`src/rtl/riscv_exmem_stage.sv`:
```
// riscv_exmem_stage
//   EX->MEM pipeline register of the RV32I 5-stage core. It latches the execute-stage
//   results and turns the raw rs2 store operand into lane-replicated write data plus byte
//   enables. Misaligned or illegal-width accesses are suppressed, and a one-cycle
//   misalign flag is raised for the trap logic.
//   Update priority on each rising edge: reset > flush > stall > normal load.
// Ports
//   i_clk, i_rstn                 clock; synchronous active-low reset
//   i_stall_m, i_flush_m          hold all M registers / insert a bubble (flush wins)
//   i_*_e                         execute-stage results and control
//   o_alu_result_m                registered address or ALU result (dmem address)
//   o_write_data_m                lane-replicated store data (dmem data)
//   o_mem_write_m, o_mem_read_m   qualified access strobes (0 if misaligned)
//   o_mem_byte_sel_m              byte enables, bit n = byte lane n
//   o_misalign_m                  access misaligned or of illegal width
//   o_funct3_m ... o_pc_plus4_m   registered pass-through copies

`ifndef XLEN
`define XLEN 32
`endif

module riscv_exmem_stage (
  input  logic              i_clk,
  input  logic              i_rstn,
  input  logic              i_stall_m,
  input  logic              i_flush_m,
  input  logic [`XLEN-1:0]  i_alu_result_e,
  input  logic [`XLEN-1:0]  i_write_data_e,
  input  logic              i_mem_write_e,
  input  logic              i_mem_read_e,
  input  logic [2:0]        i_funct3_e,
  input  logic              i_reg_write_e,
  input  logic [1:0]        i_result_src_e,
  input  logic [4:0]        i_rd_e,
  input  logic [`XLEN-1:0]  i_pc_plus4_e,
  output logic [`XLEN-1:0]  o_alu_result_m,
  output logic [`XLEN-1:0]  o_write_data_m,
  output logic              o_mem_write_m,
  output logic              o_mem_read_m,
  output logic [3:0]        o_mem_byte_sel_m,
  output logic              o_misalign_m,
  output logic [2:0]        o_funct3_m,
  output logic              o_reg_write_m,
  output logic [1:0]        o_result_src_m,
  output logic [4:0]        o_rd_m,
  output logic [`XLEN-1:0]  o_pc_plus4_m
);

  localparam int unsigned Xlen = `XLEN;

  // Execute-side lane formatting
  logic              mem_access;
  logic [1:0]        addr_lo;
  logic [3:0]        sel_e;
  logic [Xlen-1:0]   wdata_e;
  logic              misalign_e;

  assign mem_access = i_mem_write_e | i_mem_read_e;
  assign addr_lo    = i_alu_result_e[1:0];

  always_comb begin
    sel_e      = 4'b0000;
    wdata_e    = i_write_data_e;
    misalign_e = 1'b0;
    if (mem_access) begin
      unique case (i_funct3_e[1:0])
        2'b00: begin
          sel_e   = 4'b0001 << addr_lo;
          wdata_e = {4{i_write_data_e[7:0]}};
        end
        2'b01: begin
          sel_e      = addr_lo[1] ? 4'b1100 : 4'b0011;
          wdata_e    = {2{i_write_data_e[15:0]}};
          misalign_e = addr_lo[0];
        end
        2'b10: begin
          sel_e      = 4'b1111;
          misalign_e = |addr_lo;
        end
        default: begin
          misalign_e = 1'b1;
        end
      endcase
      // A faulting access must not touch any lane.
      if (misalign_e) sel_e = 4'b0000;
    end
  end

  // Memory-stage registers
  logic [Xlen-1:0] alu_result_q;
  logic [Xlen-1:0] write_data_q;
  logic            mem_write_q;
  logic            mem_read_q;
  logic [3:0]      byte_sel_q;
  logic            misalign_q;
  logic [2:0]      funct3_q;
  logic            reg_write_q;
  logic [1:0]      result_src_q;
  logic [4:0]      rd_q;
  logic [Xlen-1:0] pc_plus4_q;

  always_ff @(posedge i_clk) begin
    if (!i_rstn) begin
      alu_result_q <= '0;
      write_data_q <= '0;
      mem_write_q  <= 1'b0;
      mem_read_q   <= 1'b0;
      byte_sel_q   <= 4'b0000;
      misalign_q   <= 1'b0;
      funct3_q     <= 3'b000;
      reg_write_q  <= 1'b0;
      result_src_q <= 2'b00;
      rd_q         <= 5'd0;
      pc_plus4_q   <= '0;
    end else if (i_flush_m) begin
      // Bubble: only control is cleared; data fields keep their old contents.
      mem_write_q  <= 1'b0;
      mem_read_q   <= 1'b0;
      byte_sel_q   <= 4'b0000;
      misalign_q   <= 1'b0;
      reg_write_q  <= 1'b0;
      result_src_q <= 2'b00;
    end else if (!i_stall_m) begin
      alu_result_q <= i_alu_result_e;
      write_data_q <= wdata_e;
      mem_write_q  <= i_mem_write_e & ~misalign_e;
      mem_read_q   <= i_mem_read_e & ~misalign_e;
      byte_sel_q   <= sel_e;
      misalign_q   <= misalign_e;
      funct3_q     <= i_funct3_e;
      reg_write_q  <= i_reg_write_e & ~misalign_e;
      result_src_q <= i_result_src_e;
      rd_q         <= i_rd_e;
      pc_plus4_q   <= i_pc_plus4_e;
    end
  end

  assign o_alu_result_m   = alu_result_q;
  assign o_write_data_m   = write_data_q;
  assign o_mem_write_m    = mem_write_q;
  assign o_mem_read_m     = mem_read_q;
  assign o_mem_byte_sel_m = byte_sel_q;
  assign o_misalign_m     = misalign_q;
  assign o_funct3_m       = funct3_q;
  assign o_reg_write_m    = reg_write_q;
  assign o_result_src_m   = result_src_q;
  assign o_rd_m           = rd_q;
  assign o_pc_plus4_m     = pc_plus4_q;

endmodule

```
`config.mk`:
```
export PLATFORM = sky130hd
export DESIGN_NAME = riscv_exmem_stage
export DESIGN_NICKNAME = d
export VERILOG_FILES = /design/src/rtl/riscv_exmem_stage.sv
export SDC_FILE = /design/constraint.sdc
export NUM_CORES = 1
export LEC_CHECK = 0
export ABC_AREA = 1
export BUFFER_PORTS_ARGS = -buffer_cell sky130_fd_sc_hd__buf_4
export CORE_UTILIZATION = 45
export CTS_CLUSTER_DIAMETER = 50
export DETAILED_ROUTE_END_ITERATION = 12
export HOLD_SLACK_MARGIN = 0.1
export PLACE_DENSITY = 0.79
export SETUP_SLACK_MARGIN = 0.2
export SYNTH_ARGS = -nofsm -noshare
export SYNTH_HDL_FRONTEND = slang
export SYNTH_SLANG_ARGS = --single-unit
```
`constraint.sdc`:
```
create_clock -name i_clk -period 1.5 [get_ports i_clk]
set_input_delay 0.45 -clock i_clk [delete_from_list [all_inputs] [get_ports i_clk]]
set_output_delay 0.45 -clock i_clk [all_outputs]
set_load 0.01 [all_outputs]
```
==> results of run 1 <==
[flip-flops by register name, indices dropped and copies added, names as in the netlist]
register and cells:
o_pc_plus4_m 32, o_result_src_m 2, o_misalign_m 1, o_rd_m 5, o_mem_write_m 1, o_mem_byte_sel_m 4, o_reg_write_m 1, o_write_data_m 32
o_alu_result_m 32, o_mem_read_m 1, o_funct3_m 3
[cells by family after synthesis]
kind of cell,count (synthesis)
buffers and inverters,56
AND/OR/NAND/NOR,324
flip-flops,114
AO/OA/AOI/OAI,121
[path summary, 6_finish.rpt]
kind | to | slack (ns) | depth (start not counted)
setup reg to reg | o_write_data_m[25]$_SDFFE_PN0P_ | 0.69 | 3
hold reg to reg | o_mem_byte_sel_m[0]$_SDFFE_PP0N_ | 0.47 | 2
setup / recovery | o_pc_plus4_m[18] | 0.10 | 1
hold / removal | o_alu_result_m[2]$_SDFFE_PN0P_ | 0.17 | 3
[power groups by stage]
| stage | Combinational, uW | Sequential [uW] | Clock, uW |
|---|---|---|---|
| after floorplan | 435 | 3470 | 0 |
| after global placement | 1170 | 3380 | 0 |
| after detailed placement | 1190 | 3390 | 0 |
| after CTS | 1330 | 3400 | 4080 |
| after global routing | 1470 | 3430 | 4220 |
| final | 1360 | 3410 | 4020 |
[final cells by class]
type                    instances  area (um^2)
flip-flops and latches        114         2420
clock buffers                  20          435
multi-input cells             445         1860
clock inverters                12          158
repair buffers                250         2350
fillers                       652         1900
well taps                     129          161
inverters                      21         78.8
[metal layers]
metal / vias to the layer above / routed length, um
met2: 223 / 7490
met4: 0 / 489
met3: 43 / 1020
met1: 2253 / 5760
li1: 2419 / -
met5: - / 0
[synth_stat cells]
library cell and instances:
nand3_1 11, nand2_2 1, clkbuf_1 15, nor2_1 212, o21ai_1 41, nand2_1 96
o21ai_0 60, a21oi_1 20, inv_1 17, buf_4 3, dfxtp_1 114, nor2_2 3
buf_2 12, nor2_8 1, buf_6 5, inv_2 4
[through the flow]
| step | instances | hold WS (ns) | area (um^2) | power, uW |
|---|---|---|---|---|
| global placement | 946 | 0.448 | 6210 | 4550 |
| finish | 991 | 0.171 | 7470 | 8780 |
| detailed placement | 946 | 0.462 | 6210 | 4580 |
| global route | 991 | 0.151 | 7470 | 9110 |
| CTS | 985 | 0.147 | 7430 | 8810 |
| floorplan | 615 | 0.481 | 4420 | 3900 |
[cells in the final DEF (no fill, tap or decap)]
master | netlist | final
nand2_2 | 1 | 1
buf_12 | 0 | 4
inv_6 | 0 | 1
buf_4 | 3 | 132
clkinvlp_4 | 0 | 3
clkinv_2 | 0 | 2
nor2_1 | 212 | 212
a21oi_1 | 20 | 20
inv_2 | 4 | 4
bufinv_16 | 0 | 3
nor2_2 | 3 | 3
nand3_1 | 11 | 11
o21ai_1 | 41 | 41
dfxtp_2 | 0 | 114
clkbuf_16 | 0 | 16
buf_6 | 5 | 114
nand2_1 | 96 | 96
clkbuf_1 | 15 | 2
clkbuf_8 | 0 | 2
inv_1 | 17 | 17
clkinv_4 | 0 | 3
nor2_8 | 1 | 1
o21ai_0 | 60 | 60
[timing repair]
item / CTS / global route
buffers inserted: 7 / 6
gates resized for setup: 228 / 0
hold endpoints to repair: 0 / 0
endpoints found under the setup margin: 114 / 114
gates cloned: 0 / 0
pin swaps: 0 / 0
==> metrics.txt, run 1 <==
I/O Pins=between 200 and 250; setup violators final=0; Final Hold Vio Count=0; mapped cell area=around 0.0044 mm^2; CTS tree=yes; Place WS=0.0282 ns; vias per cell=4.98; DR iter-0 viols=between 200 and 250; pin count of the biggest net entering global routing=78; M2 GR Usage=about half; switching part of the total=25.1%; Slew Limit Fails=0; Int Pwr=6580 uW; Total Die Area=around 0.01 mm^2; Synth Area in Simple Gates=between 20% and 30%; crit path launch=o_pc_plus4_m[18]$_SDFFE_PN0P_; met3 GRT Util=8.67%; Clock Tree Root=clkbuf_8; worst setup path class=reg2out; syn_area_per_cell=between 7 and 8 um^2; min-delay src=i_alu_result_e[2]; Post-Synthesis Cells=615; max_cap viols=0; core area=0.00937 mm^2; Starting Density=47.1%; Sw Pwr=2200 uW; post-synthesis cell type count=16; crit-path cells=buf_6; number of hold buffers added after cts=0; TritonCTS Buffers=17; Final Core Density=between 70% and 80%; 1st-pass router iterations=5; Routed WL per cell=14.9 um; Hold Path Class=in2reg; maximum VDD drop=0.782 mV; RSZ-0062 raised after global routing=yes; Synth Area in Adders=0%; clock sinks=114; fin nets=slightly below 1,000; Die H=101 um; clock transition at the registers of the reported paths=0.06 ns; top-area cell type share of the netlist area=51.7%; status=finished clean; die width=101 um; Diodes inserted=0; top cell family by delay on the critical path=flip-flops; Rows=35; fmax=714 MHz; crit-path max FO=2; worst setup margin=0.100 ns; mux share of post-synthesis cell area=0%; CTS HTree Levels=4; register bit total from synthesis=114; TNS Setup=0 ns; P_leak=0.00362 uW; min cycle time layout=between 1 and 1.5 ns; share of cells above drive strength 1=46.8%; CP max-delay cell=dfxtp_2; dpl hpwl=around 9.7 mm; DR DRC count=0; period utilization=93.3%; post-synthesis sequential area ratio=51.7%; WP data arrival=0.95 ns; top cells by area, synth=dfxtp_1 (52%), nor2_1 (18%), nand2_1 (8.2%); Worst EP required=approximately 1.1 ns; total wire length=14.8 mm; headroom to the max-slew limit=~76%; Critical Path End Type=output port; GR Util met1=32.7%; PwrDens=1170 mW/mm^2; R2R Path Start=o_write_data_m[25]$_SDFFE_PN0P_; Post-Synth XOR/XNOR Area=0%; RePlAce Congestion=0.865; YS warnings=0; Yosys top cell by area=dfxtp_1; CTS Buffer Depth=2; clock power share=45.7%; Flop pwr share=38.8%; initial antenna violation count=0; via count=4,938; first-pass GRT wire length=23.3 mm; WP buf/inv=1; Synth Area in Compound Gates=13.7%; Logic pwr share=15.4%; global routing's busiest layer=met2; ANT nets after route=0; syn nets=728; Overflow after GRT=0; Layout Skew=0 ns; Layout area overhead=69.2%; startpoint types=flop; PortBufs=226; Overall Global Routing Usage=29.4%; main combinational cell family by area after synthesis=simple AND/OR/NAND/NOR gates; worst slew pin tran=0.356 ns; worst skew pair latency=about 0.5 ns; max incr delay on CP=about 0.34 ns; vias in the first global route=4,941
Note: power is estimated with default switching activity, not from simulation.
==> run 2: changes to the inputs <==
--- a/config.mk
+++ b/config.mk
@@ -7,11 +7,12 @@
 export LEC_CHECK = 0
 export ABC_AREA = 1
 export BUFFER_PORTS_ARGS = -buffer_cell sky130_fd_sc_hd__buf_4
-export CORE_UTILIZATION = 45
+export CORE_UTILIZATION = 47
+export CTS_BUF_LIST = sky130_fd_sc_hd__clkbuf_8
 export CTS_CLUSTER_DIAMETER = 50
 export DETAILED_ROUTE_END_ITERATION = 12
 export HOLD_SLACK_MARGIN = 0.1
-export PLACE_DENSITY = 0.79
+export PLACE_DENSITY = 0.82
 export SETUP_SLACK_MARGIN = 0.2
 export SYNTH_ARGS = -nofsm -noshare
 export SYNTH_HDL_FRONTEND = slang
==> metrics.txt, run 2 (synthesis gave the netlist of run 1 again) <==
share of cells above drive strength 1=a little under half; Die H=roughly 99 um; clock sinks=114; Total Die Area=0.00979 mm^2; dpl hpwl=~9.7 mm; fin nets=958; CTS Buffer Depth=2; first-pass GRT wire length=between 20 and 25 mm; max incr delay on CP=0.35 ns; register area=0.00242 mm^2; Hold Path Class=in2reg; worst slew pin tran=0.381 ns; CTS HTree Levels=4; setup violators final=0; clock transition at the registers of the reported paths=0.08 ns; most frequent cells in the layout=nor2_1 (212), buf_4 (125), dfxtp_2 (114), buf_6 (114), nand2_1 (96); vias in the first global route=4,948; Layout area overhead=63.5%; final-layout fill cell count=608; Critical Path End Type=output port; non-filler instance count after layout=just under 1,000; CTS tree=yes; Routed WL per cell=15.0 um; Overflow after GRT=0; period utilization=roughly 88%; Worst EP required=1.05 ns; core area=0.00915 mm^2; DR DRC count=0; Layout Skew=0 ns; crit-path cells=buf_6; headroom to the max-slew limit=74.6%; PortBufs=226; TNS Setup=0 ns; WP buf/inv=1; RePlAce Congestion=between 0.8 and 0.9; Overall Global Routing Usage=29.8%; CP max-delay cell=dfxtp_2; placed cells=929; Clock Tree Root=clkbuf_8; startpoint types=flop; 1st-pass router iterations=4; I/O Pins=227; Diodes inserted=0; worst skew pair latency=about 0.40 ns; PwrDens=1020 mW/mm^2; via count=4,946; Starting Density=between 40% and 50%; total wire length=14.5 mm; maximum VDD drop=0.722 mV; multi-input gate area in the final layout=0.00186 mm^2; max_cap viols=0; top cell family by delay on the critical path=flip-flops; DR iter-0 viols=291; worst setup path class=reg2out; Final Hold Vio Count=0; number of hold buffers added after cts=0; crit-path max FO=2; initial antenna violation count=0; pin count of the biggest net entering global routing=59; commonest non-fill, non-tap cell in the layout=nor2_1; TritonCTS Buffers=17; fmax=761 MHz; P_leak=0.00351 uW; die width=99.0 um; Slew Limit Fails=0; ANT nets after route=0; min cycle time layout=approximately 1.3 ns; vias per cell=5.11; Rows=35; WP data arrival=0.86 ns; RSZ-0062 raised after global routing=yes; status=finished clean
[run 2: final timing paths]
path | slack (ns) | startpoint | end | cells past startpoint
worst max-delay path | 0.19 | o_mem_byte_sel_m[1]$_SDFFE_PP0N_ | o_mem_byte_sel_m[1] | 1
worst min-delay path | 0.26 | i_pc_plus4_e[5] | o_pc_plus4_m[5]$_SDFFE_PN0P_ | 3
worst max register to register | 0.66 | o_alu_result_m[5]$_SDFFE_PN0P_ | o_alu_result_m[5]$_SDFFE_PN0P_ | 3
worst min register to register | 0.48 | o_misalign_m$_SDFFE_PP0N_ | o_misalign_m$_SDFFE_PP0N_ | 2
[run 2: stage by stage]
| step | total power [uW] | hold slack, ns | utilization [%] | instance area (um^2) | worst slack [ns] |
|---|---|---|---|---|---|
| after global routing | 7670 | 0.236 | 78.9 | 7220 | 0.148 |
| final | 7340 | 0.261 | 78.9 | 7220 | 0.186 |
| after global placement | 4560 | 0.444 | 68.1 | 6240 | 0.115 |
| after floorplan | 3900 | 0.481 | - | 4420 | 0.218 |
| after detailed placement | 4590 | 0.463 | 68.1 | 6240 | 0.0625 |
| after CTS | 7340 | 0.241 | 78.6 | 7190 | 0.161 |
[run 2: layer usage]
layer | global-route usage (%) | up-vias | part of all wire (%)
met5 | 0 | - | 0
met4 | 14.2 | 0 | 3.0
met3 | 8.09 | 39 | 7.4
met2 | 53.9 | 210 | 51
met1 | 32.0 | 2295 | 39
li1 | - | 2402 | -
[run 2: cell type report]
type	count	share of cell area [%]
well taps	111	1.92
inverters	21	1.09
flip-flops and latches	114	33.6
multi-input cells	445	25.8
clock buffers	19	3.62
repair buffers	246	32.7
clock inverters	12	1.30
[run 2: where the power goes]
| part | total, uW | internal, uW | switching (uW) |
|---|---|---|---|
| sequential | 3400 | 3260 | 140 |
| clock | 2580 | 1360 | 1220 |
| combinational | 1360 | 734 | 623 |
| total | 7340 | 5360 | 1980 |
[run 2: tightest hold or removal path: cells and delay by family]
family / cells / cell delay [ns]
simple gates: 2 / 0.11
buf+inv: 1 / 0.08
[run 2: what timing repair did]
item,4_1_cts,5_1_grt
setup buffers,4,4
gates resized for setup,228,0
setup endpoints to repair,114,114
==> run 3: changes to the inputs <==
--- a/config.mk
+++ b/config.mk
@@ -11,8 +11,9 @@
 export CTS_BUF_LIST = sky130_fd_sc_hd__clkbuf_8
 export CTS_CLUSTER_DIAMETER = 50
 export DETAILED_ROUTE_END_ITERATION = 12
+export GPL_ROUTABILITY_DRIVEN = 0
 export HOLD_SLACK_MARGIN = 0.1
-export PLACE_DENSITY = 0.82
+export PLACE_DENSITY = 0.84
 export SETUP_SLACK_MARGIN = 0.2
 export SYNTH_ARGS = -nofsm -noshare
 export SYNTH_HDL_FRONTEND = slang
==> metrics.txt, run 3 (synthesis gave the netlist of run 1 again) <==
placed cells=932; worst setup path class=reg2out; r2r endpoint=o_alu_result_m[6]$_SDFFE_PN0P_; first-pass GRT wire length=between 20 and 25 mm; switching part of the total=27.6%; Layout Skew=0 ns; RSZ-0062 raised after global routing=yes; clock transition at the registers of the reported paths=roughly 0.07 ns; R2R Path Start=o_alu_result_m[6]$_SDFFE_PN0P_; Critical Path End Type=output port; commonest non-fill, non-tap cell in the layout=nor2_1; Die H=just under 100 um; DR iter-0 viols=between 200 and 250; max incr delay on CP=0.36 ns; Hold Path Class=in2reg; Overall Global Routing Usage=between 30% and 40%; core area=roughly 0.0092 mm^2; placed inst area=roughly 0.0063 mm^2; non-filler instance count after layout=973; Overflow after GRT=0; worst skew pair latency=about 0.42 ns; CTS tree=yes; min cycle time layout=roughly 1.3 ns; crit-path max FO=2; multi-input gate area in the final layout=0.00186 mm^2; dpl hpwl=9.83 mm; fmax=745 MHz; CTS Buffer Depth=2; crit-path cells=buf_6; CP max-delay cell=dfxtp_2; 1st-pass router iterations=5; max_cap viols=0; WP buf/inv=1; hold path cells=3; Worst EP required=roughly 1.1 ns; pin count of the biggest net entering global routing=63; final-layout fill cell count=~590; worst reg2reg setup slack=roughly 0.62 ns; vias per cell=5.21; I/O Pins=roughly 230; vias in the first global route=around 5,000; Total Die Area=between 0.009 and 0.01 mm^2; Sw Pwr=2040 uW; WP data arrival=0.89 ns; initial antenna violation count=0; P_leak=0.00354 uW; Starting Density=between 40% and 50%; top cell family by delay on the critical path=flip-flops; status=finished clean; crit path launch=o_alu_result_m[31]$_SDFFE_PN0P_; Logic pwr share=18.7%; Design Area, Final=0.00726 mm^2; period utilization=89.5%; most frequent cells in the layout=nor2_1 (212), buf_4 (130), dfxtp_2 (114), buf_6 (114), nand2_1 (96); Int Pwr=5360 uW; die width=99.0 um; worst slew pin tran=0.388 ns; Clock Tree Root=clkbuf_8; share of cells above drive strength 1=46.8%; worst r2r path cells=3; Routed WL per cell=15.8 um; register area=approximately 0.0024 mm^2; via count=5,067; TNS Setup=0 ns; PwrDens=1020 mW/mm^2; fin nets=963; total wire length=~15 mm; crit path to=o_alu_result_m[31]; Rows=35; startpoint types=flop; critical path depth=1; number of hold buffers added after cts=0; clock sinks=about 110; DR DRC count=0; Final Hold Vio Count=0; clock power share=35.4%; Flop pwr share=roughly 46%; headroom to the max-slew limit=~74%; TritonCTS Buffers=17; Final Core Density=79.3%; Layout area overhead=64.3%; Diodes inserted=0; maximum VDD drop=0.632 mV; ANT nets after route=0; PortBufs=226; Slew Limit Fails=0; setup violators final=0; CTS HTree Levels=4
## run 3: cell count changes in the layout (fill, tap and decap cells not counted), sizes merged
cell and change:
buf +5
## run 3: worst reg2reg max path: stages, from the launching register on
cell	delay, ns
dfxtp_2	0.33
buf_4	0.13
o21ai_0	0.24
nor2_1	0.07
## run 3: worst min path at each step
| stage | endpoint | slack, ns | from |
|---|---|---|---|
| detailed placement | o_misalign_m$_SDFFE_PP0N_ | 0.46 | o_misalign_m$_SDFFE_PP0N_ |
| floorplan | o_result_src_m[1]$_SDFFE_PP0N_ | 0.48 | o_result_src_m[1]$_SDFFE_PP0N_ |
| CTS | o_alu_result_m[16]$_SDFFE_PN0P_ | 0.23 | i_alu_result_e[16] |
| finish | o_alu_result_m[16]$_SDFFE_PN0P_ | 0.24 | i_alu_result_e[16] |
| global placement | o_misalign_m$_SDFFE_PP0N_ | 0.45 | o_misalign_m$_SDFFE_PP0N_ |
| global route | o_pc_plus4_m[4]$_SDFFE_PN0P_ | 0.23 | i_pc_plus4_e[4] |
## run 3: routing by layer
layer  global-route usage [%]  vias to the layer above  wire length, um
met5                        0                        -                0
met4                     11.6                        0              390
met3                     9.08                       32             1230
met2                     56.6                      232             7990
met1                     33.8                     2386             5790
li1                         -                     2417                -
## run 3: layout make-up
cell class	count	area share, %
well taps	111	1.91
repair buffers	251	33.1
clock buffers	19	3.60
multi-input cells	445	25.6
clock inverters	12	1.29
inverters	21	1.09
flip-flops and latches	114	33.4
## run 3: stage by stage
step	hold WS [ns]	setup WS [ns]	power (uW)
4_1_cts	0.227	0.153	7370
2_1_floorplan	0.481	0.218	3900
3_5_place_dp	0.461	0.0728	4600
3_3_place_gp	0.452	0.0992	4560
5_1_grt	0.233	0.130	7700
6_report	0.241	0.158	7410
## run 3: power by group through the flow
| stage | sequential, uW | combinational [uW] | clock, uW |
|---|---|---|---|
| global route | 3420 | 1490 | 2790 |
| global placement | 3380 | 1180 | 0 |
| floorplan | 3470 | 435 | 0 |
| detailed placement | 3390 | 1220 | 0 |
| finish | 3400 | 1380 | 2620 |
| CTS | 3400 | 1350 | 2630 |
## run 3: repair_timing
action	4_1_cts	5_1_grt
hold endpoints to repair	0	0
endpoints found under the setup margin	114	114
gates resized for setup	228	0
buffers inserted	4	6
